[config.mk]
export PLATFORM = sky130hd
export DESIGN_NAME = sdio_crc_lanes
export DESIGN_NICKNAME = d
export VERILOG_FILES = /design/src/rtl/sdio_crc_lanes.sv
export SDC_FILE = /design/constraint.sdc
export NUM_CORES = 1
export LEC_CHECK = 0
export ABC_AREA = 1
export CAP_MARGIN = 15
export CORE_MARGIN = 2
export CORE_UTILIZATION = 27
export DETAILED_ROUTE_END_ITERATION = 8
export PLACE_DENSITY = 0.51
export SLEW_MARGIN = 0
export SYNTH_ARGS = -nofsm -noshare
export SYNTH_HDL_FRONTEND = slang
export SYNTH_SLANG_ARGS = --single-unit
[constraint.sdc]
create_clock -name clk -period 4.35 [get_ports clk]
set_input_delay 0.87 -clock clk [delete_from_list [all_inputs] [get_ports clk]]
set_output_delay 0.87 -clock clk [all_outputs]
set_load 0.005 [all_outputs]
[src/rtl/sdio_crc_lanes.sv]
// rtl/sdio_crc_lanes.sv - Multi-lane SDIO data CRC engine: accumulate, then shift out (TX) or check (RX).
// Optional per-block RX error counter output err_cnt enabled by SDIO_CRC_ERR_CNT_EN.
module sdio_crc_lanes #(
    parameter int                 LANES = 4,
    parameter int                 CRC_W = 16,
    parameter logic [CRC_W-1:0]   POLY  = 16'h1021,
    parameter logic [CRC_W-1:0]   INIT  = 16'h0000,
    parameter int                 LEN_W = 12
) (
    input  logic                   clk,
    input  logic                   rst,
    input  logic                   start,
    input  logic                   mode,
    input  logic [LEN_W-1:0]       blk_len,
    input  logic                   bit_en,
    input  logic [LANES-1:0]       din,
    output logic [LANES-1:0]       dout,
    output logic                   dout_crc,
    output logic                   busy,
    output logic                   done,
    output logic                   crc_ok,
    output logic [LANES-1:0]       crc_err,
`ifdef SDIO_CRC_ERR_CNT_EN
    output logic [7:0]             err_cnt,
`endif
    output logic [LANES*CRC_W-1:0] crc_reg
);

    localparam int CNT_W = (LEN_W > $clog2(CRC_W + 1)) ? LEN_W : $clog2(CRC_W + 1);

    typedef enum logic [1:0] {S_IDLE, S_DATA, S_CRC, S_END} state_t;

    state_t           state, state_nxt;
    logic [CRC_W-1:0] crc [LANES];
    logic [CNT_W-1:0] cnt;
    logic             mode_q;
    logic [LANES-1:0] err_q;
    logic [LANES-1:0] mism;
    logic             ok_q;
    logic             last_bit;

    assign last_bit = (cnt == CNT_W'(1));

    always_comb begin
        state_nxt = state;
        case (state)
            S_IDLE: if (start) state_nxt = (blk_len == '0) ? S_CRC : S_DATA;
            S_DATA: if (bit_en && last_bit) state_nxt = S_CRC;
            S_CRC:  if (bit_en && last_bit) state_nxt = S_END;
            S_END:  state_nxt = S_IDLE;
            default: state_nxt = S_IDLE;
        endcase
    end

    // Received CRC bit compared against the register MSB before it shifts.
    always_comb begin
        mism = '0;
        for (int l = 0; l < LANES; l++) begin
            mism[l] = mode_q && (state == S_CRC) && bit_en && (din[l] != crc[l][CRC_W-1]);
        end
    end

    always_ff @(posedge clk or posedge rst) begin
        if (rst) begin
            state  <= S_IDLE;
            cnt    <= '0;
            mode_q <= 1'b0;
            err_q  <= '0;
            ok_q   <= 1'b0;
            for (int l = 0; l < LANES; l++) crc[l] <= '0;
        end else begin
            state <= state_nxt;
            case (state)
                S_IDLE: begin
                    if (start) begin
                        mode_q <= mode;
                        err_q  <= '0;
                        ok_q   <= 1'b0;
                        cnt    <= (blk_len == '0) ? CNT_W'(CRC_W) : CNT_W'(blk_len);
                        for (int l = 0; l < LANES; l++) crc[l] <= INIT;
                    end
                end
                S_DATA: begin
                    if (bit_en) begin
                        for (int l = 0; l < LANES; l++) begin
                            crc[l] <= {crc[l][CRC_W-2:0], 1'b0}
                                    ^ ((din[l] ^ crc[l][CRC_W-1]) ? POLY : '0);
                        end
                        cnt <= last_bit ? CNT_W'(CRC_W) : cnt - 1'b1;
                    end
                end
                S_CRC: begin
                    if (bit_en) begin
                        for (int l = 0; l < LANES; l++) crc[l] <= {crc[l][CRC_W-2:0], 1'b0};
                        err_q <= err_q | mism;
                        cnt   <= cnt - 1'b1;
                        if (last_bit) ok_q <= mode_q & ~|(err_q | mism);
                    end
                end
                default: ;
            endcase
        end
    end

`ifdef SDIO_CRC_ERR_CNT_EN
    always_ff @(posedge clk or posedge rst) begin
        if (rst) begin
            err_cnt <= 8'h00;
        end else if ((state == S_END) && mode_q && (|err_q) && (err_cnt != 8'hFF)) begin
            err_cnt <= err_cnt + 8'h01;
        end
    end
`endif

    always_comb begin
        dout    = '0;
        crc_reg = '0;
        for (int l = 0; l < LANES; l++) begin
            dout[l]                    = crc[l][CRC_W-1];
            crc_reg[l*CRC_W +: CRC_W]  = crc[l];
        end
    end

    assign dout_crc = (state == S_CRC) && !mode_q;
    assign busy     = (state == S_DATA) || (state == S_CRC);
    assign done     = (state == S_END);
    assign crc_ok   = ok_q;
    assign crc_err  = err_q;

endmodule

* Word level (Yosys, flattened, before mapping)
Cells that the tools add are included.
** Cells by class
- Add/subtract/negate cells :: 1
- Eq/ne operators :: 14
- Multiplexer cells :: 26
- Bitwise logic cells :: 10
- Reduce and logical (&&, ||, !) cells :: 21
** Operator list (number)
- two-way mux 64 bit :: 3
- case mux 64 bit (3 select lines) :: 1
- bitwise XOR 16 x 13 -> 16 bit :: 4
- two-way mux 12 bit :: 5
- two-way mux 13 bit :: 4
- case mux 12 bit (3 select lines) :: 1
- equality test 12 x 1 -> 1 bit (second input constant) :: 1
- logical NOT 12 bit :: 1
- != test 2 bit (second input constant) :: 6
- subtractor 12 x 1 -> 12 bit (second input constant) :: 1
- logical AND 1 bit :: 8
- two-way mux 2 bit :: 4
- two-way mux 4 bit :: 2
- case mux 2 bit (4 select lines) :: 1
- case mux 4 bit (2 select lines) :: 1
- AND reduction 4 bit :: 2
- AND reduction 3 bit :: 2
- equality test 2 bit (second input constant) :: 2
- != test 1 bit :: 4
- OR 4 bit :: 1
- OR reduction 4 bit :: 1
- bitwise XOR 1 bit :: 4
- two-way mux 1 bit :: 3
- nonzero test 3 bit :: 1
- 8 further kinds :: 9
** Storage, ports and cells
- Register bits after elaboration :: 84
- Bits of input ports :: 21

* Logic depth before layout (Yosys ltp)
Gate-level depths: netlist of the first run.
- Depth after elaboration :: 11
- Gate-level depth with buffers :: 11
- Gate-level depth less buffers :: 10

* Worst setup path before layout of the first run
OpenSTA, ideal clock, no wires.
- Kind :: register -> output
- Start point :: reg state[0]
- End point :: out dout_crc
- Arrival :: 0.971 ns
- Data required time :: 3.480 ns
- Path slack :: 2.509 ns
- Cell stages (with the launch flop) :: 6
- Buffers on the path :: 1
- Path through :: dfrtp_1 > inv_1 > ha_1 > buf_4 > inv_1 > nor2_1
** Between the ends
- Word-level cells in the longest chain between the ends :: 2
** Ends and longest elaborated chain
- from (decl) :: line 33 : state_t state, state_nxt;
- from (signal assigned) :: line 72 : state <= state_nxt;
- equality test 2 bit :: line 124 : assign dout_crc = (state == S_CRC) && !mode_q;
- logical AND 1 bit :: line 124
- to (decl) :: line 18 : output logic dout_crc,
Every way passes these cells.

* Worst setup path in the final report of the first run
Ends and elaborated chain as after synthesis.

==> flow_summary_export.csv, run 1 <==
group,metric,value,unit
status,status,"finished clean",
final_layout,final_cells,843,
worst_setup_path,rr_startpoint,"state[0]",
final_layout,share_of_layout_cells_above_drive_strength_1,6.01,%
global_routing,number_of_global_route_vias_before_repair,3593,
final_layout,fillers,1605,
yosys,postSynthCellCount,544,
final_layout,num_antenna_cells,0,
detailed_routing,detailed_route_wl,11.4,mm
final_layout,multi_input_area,1810,um^2
final_layout,register_area,2100,um^2
yosys,synth_async_sr_flop_share,100,%
timing,timing_worst_slew_pin_value,0.928,ns
yosys,mappedNetlistNets,572,
worst_setup_path,setup.worst_path.end_class,"primary output",
detailed_routing,detailed_route_wire_length_per_cell,13.6,um
timing,max-slew-margin-rel,38.0,%
global_routing,grt_use_total,14.2,%
place,hpwlAfterDp,7.98,mm
timing,endpoints_failing_hold,0,
floorplanning,die_y,129,um
detailed_routing,drt_drc_violations_left,0,
yosys,synth_edf_count,0,
yosys,synth_seq_cells,84,
timing,finClkSkew,0.0120,ns
yosys,synthFlopType,"sky130_fd_sc_hd__dfrtp_1",
yosys,yosysWarningCount,0,
yosys,synth.distinct_cells,30,
timing,finalSetupTns,0,ns
place,port_buffers,96,
global_routing,grt_pass1_wl,18.5,mm
timing,setup_repair_after_global_routing_missed_its_margin,"false",
yosys,syn-cell-area,4230,um^2
floorplanning,floorplan.initialDensity,27.7,%
worst_setup_path,critPathLaunchType,"register",
clock_network,post-cts-setup-buffer-count,0,
timing,report.final.setup_viol,0,
worst_setup_path,r2r_cells,7,
clock_network,cts_resized,0,
yosys,synth_top_area_share,49.7,%
power_and_ir_drop,worst_ir_drop_vdd,0.358,mV
floorplanning,core_area,15300,um^2
timing,slew_viol_final,0,
floorplanning,die_width,129,um
clock_network,clk_root_buffer_cell,"sky130_fd_sc_hd__clkbuf_16",
timing,timing.final.crit_share,67.7,%
yosys,yosys.area.top_type,"sky130_fd_sc_hd__dfrtp_1",
worst_setup_path,data_required_time_at_the_worst_endpoint,3.48,ns
power_and_ir_drop,leakage,2.50,nW
clock_network,clk_pin_slew_worst_paths,0.05,ns
yosys,post_synth_most_frequent_cells,"sky130_fd_sc_hd__nand2_1 (201), sky130_fd_sc_hd__dfrtp_1 (84), sky130_fd_sc_hd__o21ai_0 (55), sky130_fd_sc_hd__nor2_1 (42), sky130_fd_sc_hd__inv_1 (41)",
detailed_routing,via_total_after_detailed_routing,3715,
global_routing,antenna_violations_before_repair,0,
detailed_routing,detail_route.iter0.violations,239,
detailed_routing,drtPass1Iterations,5,
yosys,post-synth-top-count-cell,"sky130_fd_sc_hd__nand2_1",
floorplanning,row_count,45,
yosys,yosysSeqAreaShare,49.7,%
clock_network,holdBufCountCts,0,
floorplanning,floorplan.io_pins,97,
min_path,hold_class,"reg -> reg",
yosys,syn-mean-instance-area,7.78,um^2
timing,maxClockFrequency,339,MHz
global_routing,globalRouteOverflowTotal,0,
floorplanning,design.die.area,16700,um^2
min_path,min_delay_path_depth,2,
power_and_ir_drop,p_per_area,610,nW/um^2
worst_setup_path,crit_start,"state[0]",
clock_network,tritoncts_clock_tree,"done",
worst_setup_path,timing_worst_setup_path_type,"reg -> out",
clock_network,clock_sink_total,84,
final_layout,area_growth,32.4,%
final_layout,design.final.nets,657,
flow_run,maxCapViolations,0,
detailed_routing,route.detailed.vias_per_inst,4.41,
yosys,synth.top_cells.by_area,"sky130_fd_sc_hd__dfrtp_1 (50%), sky130_fd_sc_hd__nand2_1 (18%), sky130_fd_sc_hd__o21ai_0 (6.5%)",
clock_network,cts_buffers,9,
clock_network,clock_tree.htree_level_count,3,
clock_network,clock_insertion_delay_worst_skew,0.34,ns
final_layout,largest_reg_flops,64,
place,numPlacedInstances,829,
detailed_routing,antenna_violating_nets_post_route,0,
timing,layout_min_cycle_time,2.95,ns
clock_network,clock_tree.buffer_depth,2,
worst_setup_path,setup.reg_to_reg.worst_slack,1.74,ns
worst_setup_path,critical_path.endpoint,"dout_crc",
worst_setup_path,critical_path_arrival,2.08,ns
worst_setup_path,cp_max_fo,11,
place,place_congestion,0.836,
worst_setup_path,critical_path.reg2reg.endpoint,"crc_reg[8]",
global_routing,largest_net_degree_at_the_start_of_global_routing,76,
==> worst min path at each step <==
stage | from | endpoint
2_1_floorplan | crc_ok | crc_ok
3_3_place_gp | crc_ok | crc_ok
3_5_place_dp | crc_ok | crc_ok
4_1_cts | crc_ok | crc_ok
5_1_grt | crc_reg[55] | crc_reg[55]
6_report | crc_ok | crc_ok
==> placed cells by master (no fill, tap or decap), types with 2 or more instances in the layout <==
cell and instances:
sky130_fd_sc_hd__ha_1 7, sky130_fd_sc_hd__xnor2_1 3, sky130_fd_sc_hd__clkbuf_16 9, sky130_fd_sc_hd__clkdlybuf4s50_1 96
sky130_fd_sc_hd__nor2_2 8, sky130_fd_sc_hd__nand3_1 22, sky130_fd_sc_hd__buf_4 5, sky130_fd_sc_hd__nor2_4 2
sky130_fd_sc_hd__inv_2 3, sky130_fd_sc_hd__a21oi_1 13, sky130_fd_sc_hd__nand2_1 201, sky130_fd_sc_hd__dfrtp_1 84
sky130_fd_sc_hd__a22o_1 3, sky130_fd_sc_hd__inv_1 40, sky130_fd_sc_hd__clkinv_2 2, sky130_fd_sc_hd__o211ai_1 8
sky130_fd_sc_hd__o21bai_1 2, sky130_fd_sc_hd__nand2_2 2, sky130_fd_sc_hd__o21ai_0 55, sky130_fd_sc_hd__nand4_1 2
sky130_fd_sc_hd__o21ai_1 8, sky130_fd_sc_hd__nor3_1 2, sky130_fd_sc_hd__nand3b_1 3, sky130_fd_sc_hd__nor2_1 42
==> cell families after synthesis <==
family | synth area share [%]
simple gates | 27.6
xor+xnor | 0.828
flops | 49.7
fa+ha+maj | 2.07
mux | 0.266
compound gates | 11.8
buf+inv | 7.77
==> critical path, cell delays in order (launching register included) <==
cell and delay (ns):
sky130_fd_sc_hd__dfrtp_1 0.43, sky130_fd_sc_hd__inv_1 0.10, sky130_fd_sc_hd__ha_1 0.41, sky130_fd_sc_hd__inv_1 0.17
sky130_fd_sc_hd__nor2_1 0.12, sky130_fd_sc_hd__clkdlybuf4s50_1 0.51
==> routing by layer <==
metal,track usage [%],share of wire (%),vias to the layer above
met5,0,0,-
met2,21.9,45,83
met3,5.16,6.2,10
li1,-,-,1878
met1,18.8,47,1744
met4,4.16,1.3,0
==> report_power, final <==
group	total (W)	internal [W]	leakage [nW]	switching [W]
Sequential	0.00113	0.000953	1.14	0.000178
Clock	0.000708	0.000398	0.132	0.000310
Combinational	0.00158	0.000557	1.23	0.00102
Total	0.00342	0.00191	2.50	0.00151
==> final cells by class <==
class	instances	share of cell area, %
Clock buffer	11	4.33
Multi-Input combinational cell	389	32.2
Tap cell	211	4.71
Inverter	44	2.97
Sequential cell	84	37.5
Timing Repair Buffer	101	17.8
Clock inverter	3	0.402
==> metrics by stage <==
stage                     area, um^2  util (%)  total power [W]  worst slack, ns  hold slack [ns]
after CTS                       5600      36.7          0.00348             1.34            0.510
after floorplan                 4230         -          0.00224             1.31            0.475
after global routing            5600      36.7          0.00372             1.23            0.539
final                           5600      36.7          0.00342             1.40            0.503
after global placement          5340      35.0          0.00272             1.69            0.490
after detailed placement        5340      35.0          0.00274             1.66            0.498
Power figures use the tool's default switching activity.
==> inputs of run 2 (changes only) <==
--- a/config.mk
+++ b/config.mk
@@ -10,7 +10,7 @@
 export CORE_MARGIN = 2
 export CORE_UTILIZATION = 27
 export DETAILED_ROUTE_END_ITERATION = 8
-export PLACE_DENSITY = 0.51
+export PLACE_DENSITY = 0.53
 export SLEW_MARGIN = 0
 export SYNTH_ARGS = -nofsm -noshare
 export SYNTH_HDL_FRONTEND = slang
==> constraint.sdc (replaced) <==
create_clock -name clk -period 2.6 [get_ports clk]
set_input_delay 0.52 -clock clk [delete_from_list [all_inputs] [get_ports clk]]
set_output_delay 0.52 -clock clk [all_outputs]
set_load 0.005 [all_outputs]
==> flow_summary_export.csv, run 2 (synthesis gave the netlist of run 1 again) <==
group,metric,value,unit
detailed_routing,detailed_route_wl,11.4,mm
detailed_routing,highest-signal-layer,"met4",
timing,finClkSkew,0.00447,ns
power_and_ir_drop,leakage,2.54,nW
timing,layout_min_cycle_time,2.34,ns
timing,report.final.setup_viol,0,
global_routing,antenna_violations_before_repair,0,
floorplanning,core_area,15300,um^2
timing,timing.final.crit_share,89.9,%
worst_setup_path,timing_worst_setup_path_type,"reg -> out",
final_layout,commonest_cells_after_routing_fill_and_taps_aside,"sky130_fd_sc_hd__nand2_1 (201), sky130_fd_sc_hd__clkdlybuf4s50_1 (96), sky130_fd_sc_hd__dfrtp_1 (84)",
detailed_routing,sum_of_met2_wire_segment_lengths_after_detailed_routing,4.99,mm
timing,finalSetupTns,0,ns
detailed_routing,detailed_route_wire_length_per_cell,13.4,um
final_layout,num_antenna_cells,0,
min_path,min-delay-start,"crc_ok",
worst_setup_path,critPathLaunchType,"register",
detailed_routing,antenna_violating_nets_post_route,0,
detailed_routing,drtPass1Iterations,5,
worst_setup_path,data_required_time_at_the_worst_endpoint,2.08,ns
place,place_congestion,0.860,
clock_network,cts_buffers,9,
final_layout,area_growth,34.4,%
timing,max-slew-margin-rel,63.3,%
clock_network,holdBufCountCts,0,
floorplanning,row_count,45,
clock_network,cts_resized,0,
final_layout,design.final.nets,658,
clock_network,clock_tree.buffer_depth,2,
timing,timing_worst_slew_pin_value,0.551,ns
timing,endpoints_failing_hold,0,
floorplanning,floorplan.initialDensity,27.7,%
clock_network,tritoncts_clock_tree,"done",
floorplanning,floorplan.io_pins,97,
final_layout,share_of_layout_cells_above_drive_strength_1,6.46,%
min_path,hold_class,"reg -> reg",
timing,maxClockFrequency,428,MHz
place,port_buffers,96,
clock_network,clock_insertion_delay_worst_skew,0.34,ns
detailed_routing,drt_drc_violations_left,0,
place,hpwlAfterDp,7.88,mm
worst_setup_path,setup.reg_to_reg.worst_slack,0.52,ns
global_routing,largest_net_degree_at_the_start_of_global_routing,85,
timing,hold_slack,0.500,ns
power_and_ir_drop,worst_ir_drop_vdd,0.679,mV
status,status,"finished clean",
worst_setup_path,r2r_cells,7,
detailed_routing,route.met3.wl,678,um
final_layout,commonest_non_fill_non_tap_cell_in_the_layout,"sky130_fd_sc_hd__nand2_1",
clock_network,clock_sink_total,84,
worst_setup_path,rr_startpoint,"state[1]",
worst_setup_path,critical_path_arrival,1.82,ns
detailed_routing,via_total_after_detailed_routing,3769,
global_routing,grt_use_total,14.2,%
final_layout,largest_reg_flops,64,
clock_network,post-cts-setup-buffer-count,0,
worst_setup_path,setup.worst_path.end_class,"primary output",
min_path,hold_end,"crc_ok",
timing,slew_viol_final,0,
floorplanning,design.die.area,16700,um^2
detailed_routing,route.detailed.vias_per_inst,4.46,
global_routing,number_of_global_route_vias_before_repair,3610,
timing,setup_repair_after_global_routing_missed_its_margin,"false",
flow_run,maxCapViolations,0,
floorplanning,die_width,129,um
worst_setup_path,critical_path.reg2reg.endpoint,"crc_reg[49]",
clock_network,clock_tree.htree_level_count,3,
power_and_ir_drop,p_per_area,1050,nW/um^2
global_routing,globalRouteOverflowTotal,0,
worst_setup_path,cp_max_fo,5,
clock_network,clk_root_buffer_cell,"sky130_fd_sc_hd__clkbuf_16",
clock_network,clk_pin_slew_worst_paths,0.06,ns
floorplanning,die_y,129,um
detailed_routing,m1WireLength,5.52,mm
detailed_routing,detail_route.iter0.violations,207,
min_path,min_delay_path_depth,2,
global_routing,grt_pass1_wl,18.7,mm
[run 2: worst max-delay path, stage by stage (launching register included)]
cell and delay, ns:
sky130_fd_sc_hd__dfrtp_1 0.44, sky130_fd_sc_hd__inv_1 0.09, sky130_fd_sc_hd__ha_1 0.41, sky130_fd_sc_hd__clkdlybuf4s50_1 0.55
[run 2: report_power, final]
group / total [W] / switching, W / internal [W] / leakage, nW
Combinational: 0.00271 / 0.00172 / 0.000986 / 1.24
Sequential: 0.00189 / 0.000297 / 0.00159 / 1.14
Clock: 0.00138 / 0.000517 / 0.000863 / 0.159
[run 2: metrics by stage]
stage / util, % / setup WS (ns) / instance area [um^2] / cells / total power [W]
global route: 37.3 / 0.194 / 5690 / 846 / 0.00647
floorplan: - / 1.02 / 4240 / 544 / 0.00375
global placement: 35.2 / 0.506 / 5370 / 830 / 0.00460
detailed placement: 35.2 / 0.463 / 5370 / 830 / 0.00464
CTS: 37.3 / 0.252 / 5690 / 846 / 0.00607
finish: 37.3 / 0.262 / 5690 / 846 / 0.00598
[run 2: area by class of cell]
cell class,instances,area [um^2]
clock buffers,11,243
clock inverters,5,75.1
fillers,1579,9570
inverters,44,169
multi-input cells,389,1810
flip-flops and latches,84,2100
well taps,211,264
repair buffers,102,1030
[run 2: worst max-delay path by stage]
stage | slack, ns | startpoint | depth (start not counted) | to
floorplan | 1.02 | state[0] | 9 | cnt[0]
detailed placement | 0.46 | start | 8 | cnt[8]
global route | 0.19 | state[0] | 3 | busy
global placement | 0.51 | start | 8 | cnt[9]
CTS | 0.25 | state[0] | 3 | busy
finish | 0.26 | state[1] | 3 | busy
[run 2: routing by layer]
layer	track usage, %	vias to the layer above
met2	21.3	91
met1	19.6	1778
met5	0	-
met3	3.80	11
li1	-	1889
met4	5.50	0
==> inputs of run 3 (changes only) <==
--- a/config.mk
+++ b/config.mk
@@ -10,6 +10,7 @@
 export CORE_MARGIN = 2
 export CORE_UTILIZATION = 27
 export DETAILED_ROUTE_END_ITERATION = 8
+export MAX_ROUTING_LAYER = met4
 export PLACE_DENSITY = 0.53
 export SLEW_MARGIN = 0
 export SYNTH_ARGS = -nofsm -noshare
==> flow_summary_export.csv, run 3 (synthesis gave the netlist of run 1 again) <==
group,metric,value,unit
timing,slew_viol_final,0,
detailed_routing,drt_drc_violations_left,0,
detailed_routing,detailed_route_wl,11.4,mm
worst_setup_path,critical_path_arrival,1.82,ns
place,port_buffers,96,
final_layout,final_cells,846,
detailed_routing,antenna_violating_nets_post_route,0,
final_layout,multi_input_area,1810,um^2
place,place_worst_setup_slack,0.463,ns
global_routing,grt_pass1_wl,18.7,mm
global_routing,globalRouteOverflowTotal,0,
timing,layout_min_cycle_time,2.34,ns
floorplanning,floorplan.io_pins,97,
clock_network,cts_resized,0,
detailed_routing,route.detailed.vias_per_inst,4.43,
clock_network,tritoncts_clock_tree,"done",
final_layout,utilization,37.3,%
final_layout,commonest_cells_after_routing_fill_and_taps_aside,"sky130_fd_sc_hd__nand2_1 (201), sky130_fd_sc_hd__clkdlybuf4s50_1 (96), sky130_fd_sc_hd__dfrtp_1 (84)",
power_and_ir_drop,p_sw_share,42.3,%
floorplanning,core_area,15300,um^2
place,hpwlAfterDp,7.88,mm
floorplanning,die_width,129,um
power_and_ir_drop,p_per_area,1050,nW/um^2
worst_setup_path,setup.worst_path.end_class,"primary output",
global_routing,grt_use_total,14.6,%
clock_network,clk_root_buffer_cell,"sky130_fd_sc_hd__clkbuf_16",
floorplanning,row_count,45,
global_routing,met2_usage,21.3,%
power_and_ir_drop,power_share_of_the_sequential_group,31.7,%
power_and_ir_drop,power_report.internal_total,0.00344,W
clock_network,clk_pin_slew_worst_paths,0.06,ns
timing,finalSetupTns,0,ns
timing,report.final.setup_viol,0,
final_layout,register_area,2100,um^2
clock_network,clock_insertion_delay_worst_skew,0.34,ns
place,placed_cell_area,5370,um^2
final_layout,fillers,1579,
clock_network,clock_tree.buffer_depth,2,
global_routing,number_of_global_route_vias_before_repair,3619,
detailed_routing,detail_route.iter0.violations,195,
clock_network,holdBufCountCts,0,
detailed_routing,via_total_after_detailed_routing,3746,
place,place_congestion,0.874,
power_and_ir_drop,leakage,2.54,nW
detailed_routing,detailed_route_wire_length_per_cell,13.5,um
min_path,hold_class,"reg -> reg",
power_and_ir_drop,clock_power_share,23.1,%
final_layout,share_of_layout_cells_above_drive_strength_1,6.46,%
timing,timing_worst_slew_pin_value,0.541,ns
timing,post-route-worst-setup-slack,0.260,ns
global_routing,antenna_violations_before_repair,0,
floorplanning,floorplan.initialDensity,27.7,%
global_routing,use_met3,3.06,%
final_layout,num_antenna_cells,0,
timing,setup_repair_after_global_routing_missed_its_margin,"false",
clock_network,cts_buffers,9,
timing,maxClockFrequency,427,MHz
final_layout,commonest_non_fill_non_tap_cell_in_the_layout,"sky130_fd_sc_hd__nand2_1",
worst_setup_path,timing_worst_setup_path_type,"reg -> out",
power_and_ir_drop,combinationalPowerShare,45.2,%
timing,finClkSkew,0.00338,ns
status,status,"finished clean",
floorplanning,design.die.area,16700,um^2
worst_setup_path,data_required_time_at_the_worst_endpoint,2.08,ns
power_and_ir_drop,worst_ir_drop_vdd,0.675,mV
global_routing,global_route.peak_usage_layer,"met2",
clock_network,clock_sink_total,84,
clock_network,post-cts-setup-buffer-count,0,
timing,max-slew-margin-rel,63.9,%
final_layout,design.final.nets,658,
global_routing,largest_net_degree_at_the_start_of_global_routing,85,
global_routing,globalRouteMet1Util,20.1,%
clock_network,clock_tree.htree_level_count,3,
timing,timing.final.crit_share,90.0,%
worst_setup_path,critPathLaunchType,"register",
floorplanning,die_y,129,um
flow_run,maxCapViolations,0,
detailed_routing,drtPass1Iterations,4,
place,numPlacedInstances,830,
worst_setup_path,cp_max_fo,5,
timing,endpoints_failing_hold,0,
final_layout,largest_reg_flops,64,
final_layout,area_growth,34.4,%
final_layout,final_cell_area,5690,um^2
power_and_ir_drop,switchingPower,0.00253,W
-- run 3: layer usage --
layer  wire (um)  up-vias
li1            -     1888
met1        5660     1757
met3         563       12
met4         168        0
met2        4990       89
met5           0        -
-- run 3: critical path: stages (launching register included) --
cell and delay, ns:
sky130_fd_sc_hd__dfrtp_1 0.44, sky130_fd_sc_hd__inv_1 0.09, sky130_fd_sc_hd__ha_1 0.41, sky130_fd_sc_hd__clkdlybuf4s50_1 0.55
-- run 3: area by class of cell --
cell class / count / share of cell area [%]
sequential: 84 / 36.9
multi-input combinational: 389 / 31.8
timing repair buffer: 102 / 18.1
tap: 211 / 4.64
clock buffer: 11 / 4.27
inverter: 44 / 2.97
clock inverter: 5 / 1.32
-- run 3: through the flow --
step / hold slack [ns] / power, W
floorplan: 0.475 / 0.00375
global placement: 0.485 / 0.00460
detailed placement: 0.486 / 0.00464
CTS: 0.502 / 0.00607
global route: 0.550 / 0.00647
finish: 0.501 / 0.00597
-- run 3: path summary, 6_finish.rpt --
kind	start	to	slack [ns]	cells past startpoint
max	state[1]	busy	0.26	3
min	crc_ok	crc_ok	0.50	2
max reg2reg	state[1]	crc_reg[6]	0.52	7
min reg2reg	crc_ok	crc_ok	0.50	2
max in group asynchronous	rst	state[1]	1.59	3
min in group asynchronous	rst	crc_reg[18]	0.66	3
-- run 3: power by group through the flow --
| stage | registers [W] | clock network [W] | logic, W |
|---|---|---|---|
| 4_1_cts | 0.00189 | 0.00143 | 0.00275 |
| 5_1_grt | 0.00193 | 0.00147 | 0.00306 |
| 3_3_place_gp | 0.00191 | 0 | 0.00269 |
| 6_report | 0.00189 | 0.00138 | 0.00270 |
| 2_1_floorplan | 0.00184 | 0 | 0.00191 |
| 3_5_place_dp | 0.00191 | 0 | 0.00273 |
